--- src/rtl/vram_fill_arbiter.sv ---
// Shares VRAM port B between two rectangle-fill requesters. Pixels are written
// only inside the vertical-blank window that follows each vga_end pulse.
module vram_fill_arbiter #(
  parameter int SCR_W      = 640,
  parameter int SCR_H      = 480,
  parameter int VBLANK_CYC = 35000
) (
  input  logic        clk_25mhz,
  input  logic        RST_N,
  input  logic        vga_end,
  input  logic        r0_req,
  input  logic [9:0]  r0_x,
  input  logic [8:0]  r0_y,
  input  logic [9:0]  r0_w,
  input  logic [8:0]  r0_h,
  input  logic [8:0]  r0_color,
  output logic        r0_ack,
  input  logic        r1_req,
  input  logic [9:0]  r1_x,
  input  logic [8:0]  r1_y,
  input  logic [9:0]  r1_w,
  input  logic [8:0]  r1_h,
  input  logic [8:0]  r1_color,
  output logic        r1_ack,
  output logic [18:0] vram_addrb,
  output logic [8:0]  vram_dinb,
  output logic        vram_web,
  output logic        busy,
  output logic        in_window
);

  localparam int CNT_W = $clog2(VBLANK_CYC + 1);
  localparam logic [CNT_W-1:0] WIN_LOAD = CNT_W'(VBLANK_CYC);
  localparam logic [CNT_W-1:0] WIN_ONE  = CNT_W'(1);
  localparam logic [CNT_W-1:0] WIN_ZERO = CNT_W'(0);
  localparam logic [18:0] SCR_W19 = 19'(SCR_W);
  localparam logic [18:0] SCR_H19 = 19'(SCR_H);

  localparam logic [1:0] IDLE = 2'd0;
  localparam logic [1:0] LOAD = 2'd1;
  localparam logic [1:0] FILL = 2'd2;
  localparam logic [1:0] ACK  = 2'd3;

  // Visible extent of a span starting at pos: zero when it starts off-screen.
  function automatic logic [18:0] clip_len(input logic [18:0] pos,
                                           input logic [18:0] len,
                                           input logic [18:0] lim);
    if (pos >= lim) begin
      clip_len = 19'd0;
    end else if (len > (lim - pos)) begin
      clip_len = lim - pos;
    end else begin
      clip_len = len;
    end
  endfunction

  logic [CNT_W-1:0] win_cnt_r;
  logic [1:0]       state_r, state_n;
  logic             prio_r1_r, gnt_r1_r;
  logic [9:0]       x_r, w_r;
  logic [8:0]       y_r, h_r, color_r;
  logic [18:0]      row_base_r, col_r, row_r, last_col_r, last_row_r;

  logic        req0_s, req1_s, grant_s, pick_r1_s, last_pix_s, skip_s;
  logic [18:0] y_ext_s, row_base_s, eff_w_s, eff_h_s;

  // Blank-window down-counter; in_window mirrors "count will be nonzero".
  always_ff @(posedge clk_25mhz or negedge RST_N) begin
    if (!RST_N) begin
      win_cnt_r <= WIN_ZERO;
      in_window <= 1'b0;
    end else if (vga_end) begin
      win_cnt_r <= WIN_LOAD;
      in_window <= 1'b1;
    end else if (win_cnt_r != WIN_ZERO) begin
      win_cnt_r <= win_cnt_r - WIN_ONE;
      in_window <= (win_cnt_r != WIN_ONE);
    end else begin
      in_window <= 1'b0;
    end
  end

  // Rectangle geometry from the latched request, used in LOAD.
  always_comb begin
    y_ext_s    = {10'd0, y_r};
    row_base_s = (y_ext_s << 9) + (y_ext_s << 7) + {9'd0, x_r};
    eff_w_s    = clip_len({9'd0, x_r}, {9'd0, w_r}, SCR_W19);
    eff_h_s    = clip_len(y_ext_s, {10'd0, h_r}, SCR_H19);
    skip_s     = (eff_w_s == 19'd0) || (eff_h_s == 19'd0);
  end

  // A requester is ignored on its own ack cycle, before it can drop req.
  always_comb begin
    req0_s     = r0_req & ~r0_ack;
    req1_s     = r1_req & ~r1_ack;
    last_pix_s = (col_r == last_col_r) && (row_r == last_row_r);
    grant_s    = 1'b0;
    pick_r1_s  = 1'b0;
    state_n    = state_r;
    case (state_r)
      IDLE: begin
        if (req0_s || req1_s) begin
          grant_s   = 1'b1;
          pick_r1_s = (req0_s && req1_s) ? prio_r1_r : req1_s;
          state_n   = LOAD;
        end else begin
          state_n = IDLE;
        end
      end
      LOAD: begin
        if (skip_s) begin
          state_n = ACK;
        end else begin
          state_n = FILL;
        end
      end
      FILL: begin
        if (in_window && last_pix_s) begin
          state_n = ACK;
        end else begin
          state_n = FILL;
        end
      end
      ACK:     state_n = IDLE;
      default: state_n = IDLE;
    endcase
  end

  // Sequencer and registered port-B outputs.
  always_ff @(posedge clk_25mhz or negedge RST_N) begin
    if (!RST_N) begin
      state_r    <= IDLE;
      prio_r1_r  <= 1'b0;
      gnt_r1_r   <= 1'b0;
      x_r        <= 10'd0;
      w_r        <= 10'd0;
      y_r        <= 9'd0;
      h_r        <= 9'd0;
      color_r    <= 9'd0;
      row_base_r <= 19'd0;
      col_r      <= 19'd0;
      row_r      <= 19'd0;
      last_col_r <= 19'd0;
      last_row_r <= 19'd0;
      vram_addrb <= 19'd0;
      vram_dinb  <= 9'd0;
      vram_web   <= 1'b0;
      busy       <= 1'b0;
      r0_ack     <= 1'b0;
      r1_ack     <= 1'b0;
    end else begin
      state_r  <= state_n;
      r0_ack   <= 1'b0;
      r1_ack   <= 1'b0;
      vram_web <= 1'b0;
      case (state_r)
        IDLE: begin
          if (grant_s) begin
            gnt_r1_r  <= pick_r1_s;
            prio_r1_r <= ~pick_r1_s;
            busy      <= 1'b1;
            x_r       <= pick_r1_s ? r1_x : r0_x;
            y_r       <= pick_r1_s ? r1_y : r0_y;
            w_r       <= pick_r1_s ? r1_w : r0_w;
            h_r       <= pick_r1_s ? r1_h : r0_h;
            color_r   <= pick_r1_s ? r1_color : r0_color;
          end
        end
        LOAD: begin
          row_base_r <= row_base_s;
          last_col_r <= eff_w_s - 19'd1;
          last_row_r <= eff_h_s - 19'd1;
          col_r      <= 19'd0;
          row_r      <= 19'd0;
        end
        FILL: begin
          if (in_window) begin
            vram_web   <= 1'b1;
            vram_addrb <= row_base_r + col_r;
            vram_dinb  <= color_r;
            if (col_r == last_col_r) begin
              col_r      <= 19'd0;
              row_r      <= row_r + 19'd1;
              row_base_r <= row_base_r + SCR_W19;
            end else begin
              col_r <= col_r + 19'd1;
            end
          end
        end
        ACK: begin
          r0_ack <= ~gnt_r1_r;
          r1_ack <= gnt_r1_r;
          busy   <= 1'b0;
        end
        default: begin
          busy <= 1'b0;
        end
      endcase
    end
  end

endmodule

--- config.mk ---
export PLATFORM = sky130hd
export DESIGN_NAME = vram_fill_arbiter
export DESIGN_NICKNAME = d
export VERILOG_FILES = /design/src/rtl/vram_fill_arbiter.sv
export SDC_FILE = /design/constraint.sdc
export NUM_CORES = 1
export LEC_CHECK = 0
export CAP_MARGIN = 25
export CORE_UTILIZATION = 53
export CTS_BUF_LIST = sky130_fd_sc_hd__clkbuf_2 sky130_fd_sc_hd__clkbuf_4 sky130_fd_sc_hd__clkbuf_8
export CTS_CLUSTER_SIZE = 8
export DETAILED_ROUTE_END_ITERATION = 6
export PLACE_DENSITY = 0.89
export SETUP_SLACK_MARGIN = 0.5
export SYNTH_ARGS = -nofsm -noshare
export SYNTH_HDL_FRONTEND = slang
export SYNTH_SLANG_ARGS = --single-unit
export TNS_END_PERCENT = 10
--- constraint.sdc ---
create_clock -name clk_25mhz -period 3.7 [get_ports clk_25mhz]
set_input_delay 0.555 -clock clk_25mhz [delete_from_list [all_inputs] [get_ports clk_25mhz]]
set_output_delay 0.555 -clock clk_25mhz [all_outputs]
set_load 0.01 [all_outputs]
==> impl_metrics.ini <==
[status]
status = finished with violations
violations = DRC

[setup_path]
r2r-start = y_r[0]
path_class = flip-flop to flip-flop
regToRegSetupSlack_ns = 0.10
critical_path.startpoint = y_r[0]
critPathCaptureType = flip-flop
cp.required_ns = 4.08
startpoint_type = flip-flop
path_max_fanout = 5
arrival_ns = 3.98

[finish]
syn_to_final_growth_pct = 23.14
n_fill_cell = 1595
mostFrequentLayoutCell = dfrtp_1
final_cells = 1762
layout.nets = 1640
regArea_um2 = 4887
layout_common_cells = dfrtp_1, nand2_1, clkdlybuf4s50_1
layout-drive-gt1-share_pct = 12.69
multi_input_area_um2 = 6972
antenna_cells = 0

[cts]
cts_tree = built
cts_hold_buf = 0
cts-root-buf = clkbuf_8
clk_pin_slew_ns = 0.11
clock_latency_ns = 0.49
cts.sinks = 195
cts_made_buffers = 17
clk_path_buf_depth = 2
h-tree-depth = 4

[route]
vias_per_cell = 5.938
drc = 10
dr_total_vias = 10463
wl_per_cell_um = 17.54
drt_pass1_iterations = 7
routed_wl_mm = 30.91
drt-initial-drc-count = 672
ant_nets = 0

[timing]
finalSetupViolations = 0
worst_slew_pin_slew_ns = 1.090
skew_ns = 0.01555
maxSlewViolCount = 0
finalCritPeriodShare_pct = 97.18
period_needed_ns = 3.596
finalHoldViolations = 0
rsz0062_at_grt = true
fin_ws_ns = 0.1043
max_freq_ghz = 0.2781
slew_headroom_pct = 26.96

[global_route]
grt_max_degree = 110
grt_pass1_wl_mm = 51.41
grt.total_usage_pct = 27.48
antenna_found_initial = 0
grt_pass1_vias = 10436
grt-ovfl-total = 0

[power]
peakVddDrop_mv = 0.5213
internal-power_w = 0.007409
p_switching_w = 0.006184
sequentialPowerShare_pct = 27.0
switching_share_pct = 45.50
leakagePower_nw = 6.414
p_comb_share_pct = 61.9
power.share.clock_pct = 11.1
powerDensity_nw_per_um2 = 923.2

[yosys]
yosys-mux-area-fraction_pct = 4.856
synth-xor-area-share_pct = 7.618
synth_area_leaders = dfrtp_1, ha_1, o21ai_0, nand2_1, xor2_1
ys_types = 78
syn_area_um2 = 11960
synth_top_area_cell = dfrtp_1
synthCells = 1307
synth.top_cell.area_share_pct = 40.81
synth_area_per_cell_um2 = 9.148
synth.yosys.seq_area_share_pct = 40.81
synth-seq-cells = 195
synth_top_family_by_area = simple AND/OR/NAND/NOR gates
async_flop_share_pct = 100.0
yosysWarnings = 0
synthSimpleGateAreaFrac_pct = 18.00
syn_nets = 1478
synth-edff-count = 0
synth-main-ff-cell = dfrtp_1
synth_fa_ha_area_share_pct = 7.723
synth-compound-area-share_pct = 17.29

[die]
dieArea_um2 = 23160
die_x_um = 152.2
coreArea_um2 = 21960
die-height_um = 152.2
rows = 54
io_pins = 132
initial_core_util_pct = 54.45

[placed_design]
place.gp.congestion = 0.8992
dp_hpwl_mm = 22.81
place_ws_ns = -0.1731
place_inst = 1701
io_buffers = 131

[hold_path]
hp-class = primary input to asynchronous set/reset pin

[flow_run]
drv_cap = 0
## power by group through the flow
stage	sequential [W]	combinational, W	clock (W)
floorplan	0.00349	0.00540	0
global placement	0.00363	0.00726	0
detailed placement	0.00367	0.00747	0
CTS	0.00363	0.00805	0.00153
global route	0.00375	0.00925	0.00162
finish	0.00367	0.00841	0.00151
## stage by stage
| stage | hold WS (ns) | cell area (µm²) | utilization (%) | power (W) | setup TNS [ns] |
|---|---|---|---|---|---|
| floorplan | 0.2594 | 12120 | - | 0.008894 | 0 |
| global placement | 0.4436 | 13860 | 63.11 | 0.01089 | -0.1181 |
| detailed placement | 0.4479 | 13860 | 63.11 | 0.01114 | -0.2825 |
| CTS | 0.04994 | 14580 | 66.40 | 0.01321 | 0 |
| global route | 0.07156 | 14720 | 67.05 | 0.01462 | -0.07360 |
| finish | 0.02701 | 14720 | 67.05 | 0.01359 | 0 |
## path summary, 6_finish.rpt
kind,endpoint,cells after the start
max,last_row_r[7],16
min,col_r[2],1
max in group asynchronous,y_r[2],2
min reg2reg,r0_ack,1
min in group clk_25mhz,r0_ack,1
max reg2reg,last_row_r[7],16
## synthesized netlist by cell type (all sizes together), types with 16 or more instances
cell type  instances
nand2            159
ha                69
mux2              16
clkbuf            46
o21ai            130
nand3             33
xor2              54
nand2b            17
nor2              89
and3              17
a31oi             18
nand4             20
or3               18
xnor2             50
inv               57
nor3              29
mux2i             40
a21oi             72
dfrtp            195
## logic make-up after synthesis
logic type               after synthesis
buffers and inverters                113
adder cells (fa/ha/maj)               72
XOR/XNOR                             104
flip-flops                           195
AO/OA/AOI/OAI                        327
multiplexers                          56
AND/OR/NAND/NOR                      440
## routing by layer
metal	track usage, %	share of wire (%)	routed length [µm]	up-vias
met1	36.24	44	13460	4988
met4	8.601	2.1	636	0
met2	45.73	47	14640	440
met3	5.375	7.0	2179	58
li1	-	-	-	4977
met5	0	0	0	-
## flip-flops by register name, summed over array words and instances (netlist names), 16 cells and up
name	flops
row_r	19
vram_addrb	19
last_row_r	19
last_col_r	19
col_r	19
row_base_r	19
win_cnt_r	16
## worst max-delay path, cell delays in order (launching register included)
cell	delay [ns]
dfrtp_1	0.41
inv_2	0.09
ha_4	0.13
nor3b_4	0.18
nor2b_4	0.18
nor2b_2	0.06
xor2_2	0.23
ha_4	0.24
a22o_1	0.21
o41ai_4	0.36
a21o_1	0.28
buf_4	0.15
mux2i_1	0.07
buf_4	0.17
a311oi_4	0.32
a21oi_1	0.11
o31a_1	0.28
## area by class of cell
cell class | instances | area share, %
Multi-Input combinational cell | 999 | 47.35
Clock inverter | 13 | 1.190
Timing Repair Buffer | 199 | 12.70
Sequential cell | 195 | 33.19
Tap cell | 280 | 2.380
Clock buffer | 19 | 1.691
Inverter | 57 | 1.487
## timing repair
action / 4_1_cts / 5_1_grt
pin swaps: 24 / 8
cloned: 0 / 0
gates resized for setup: 30 / 12
setup endpoints to repair: 36 / 36
buffers inserted: 20 / 9
Power figures use the tool's default switching activity.
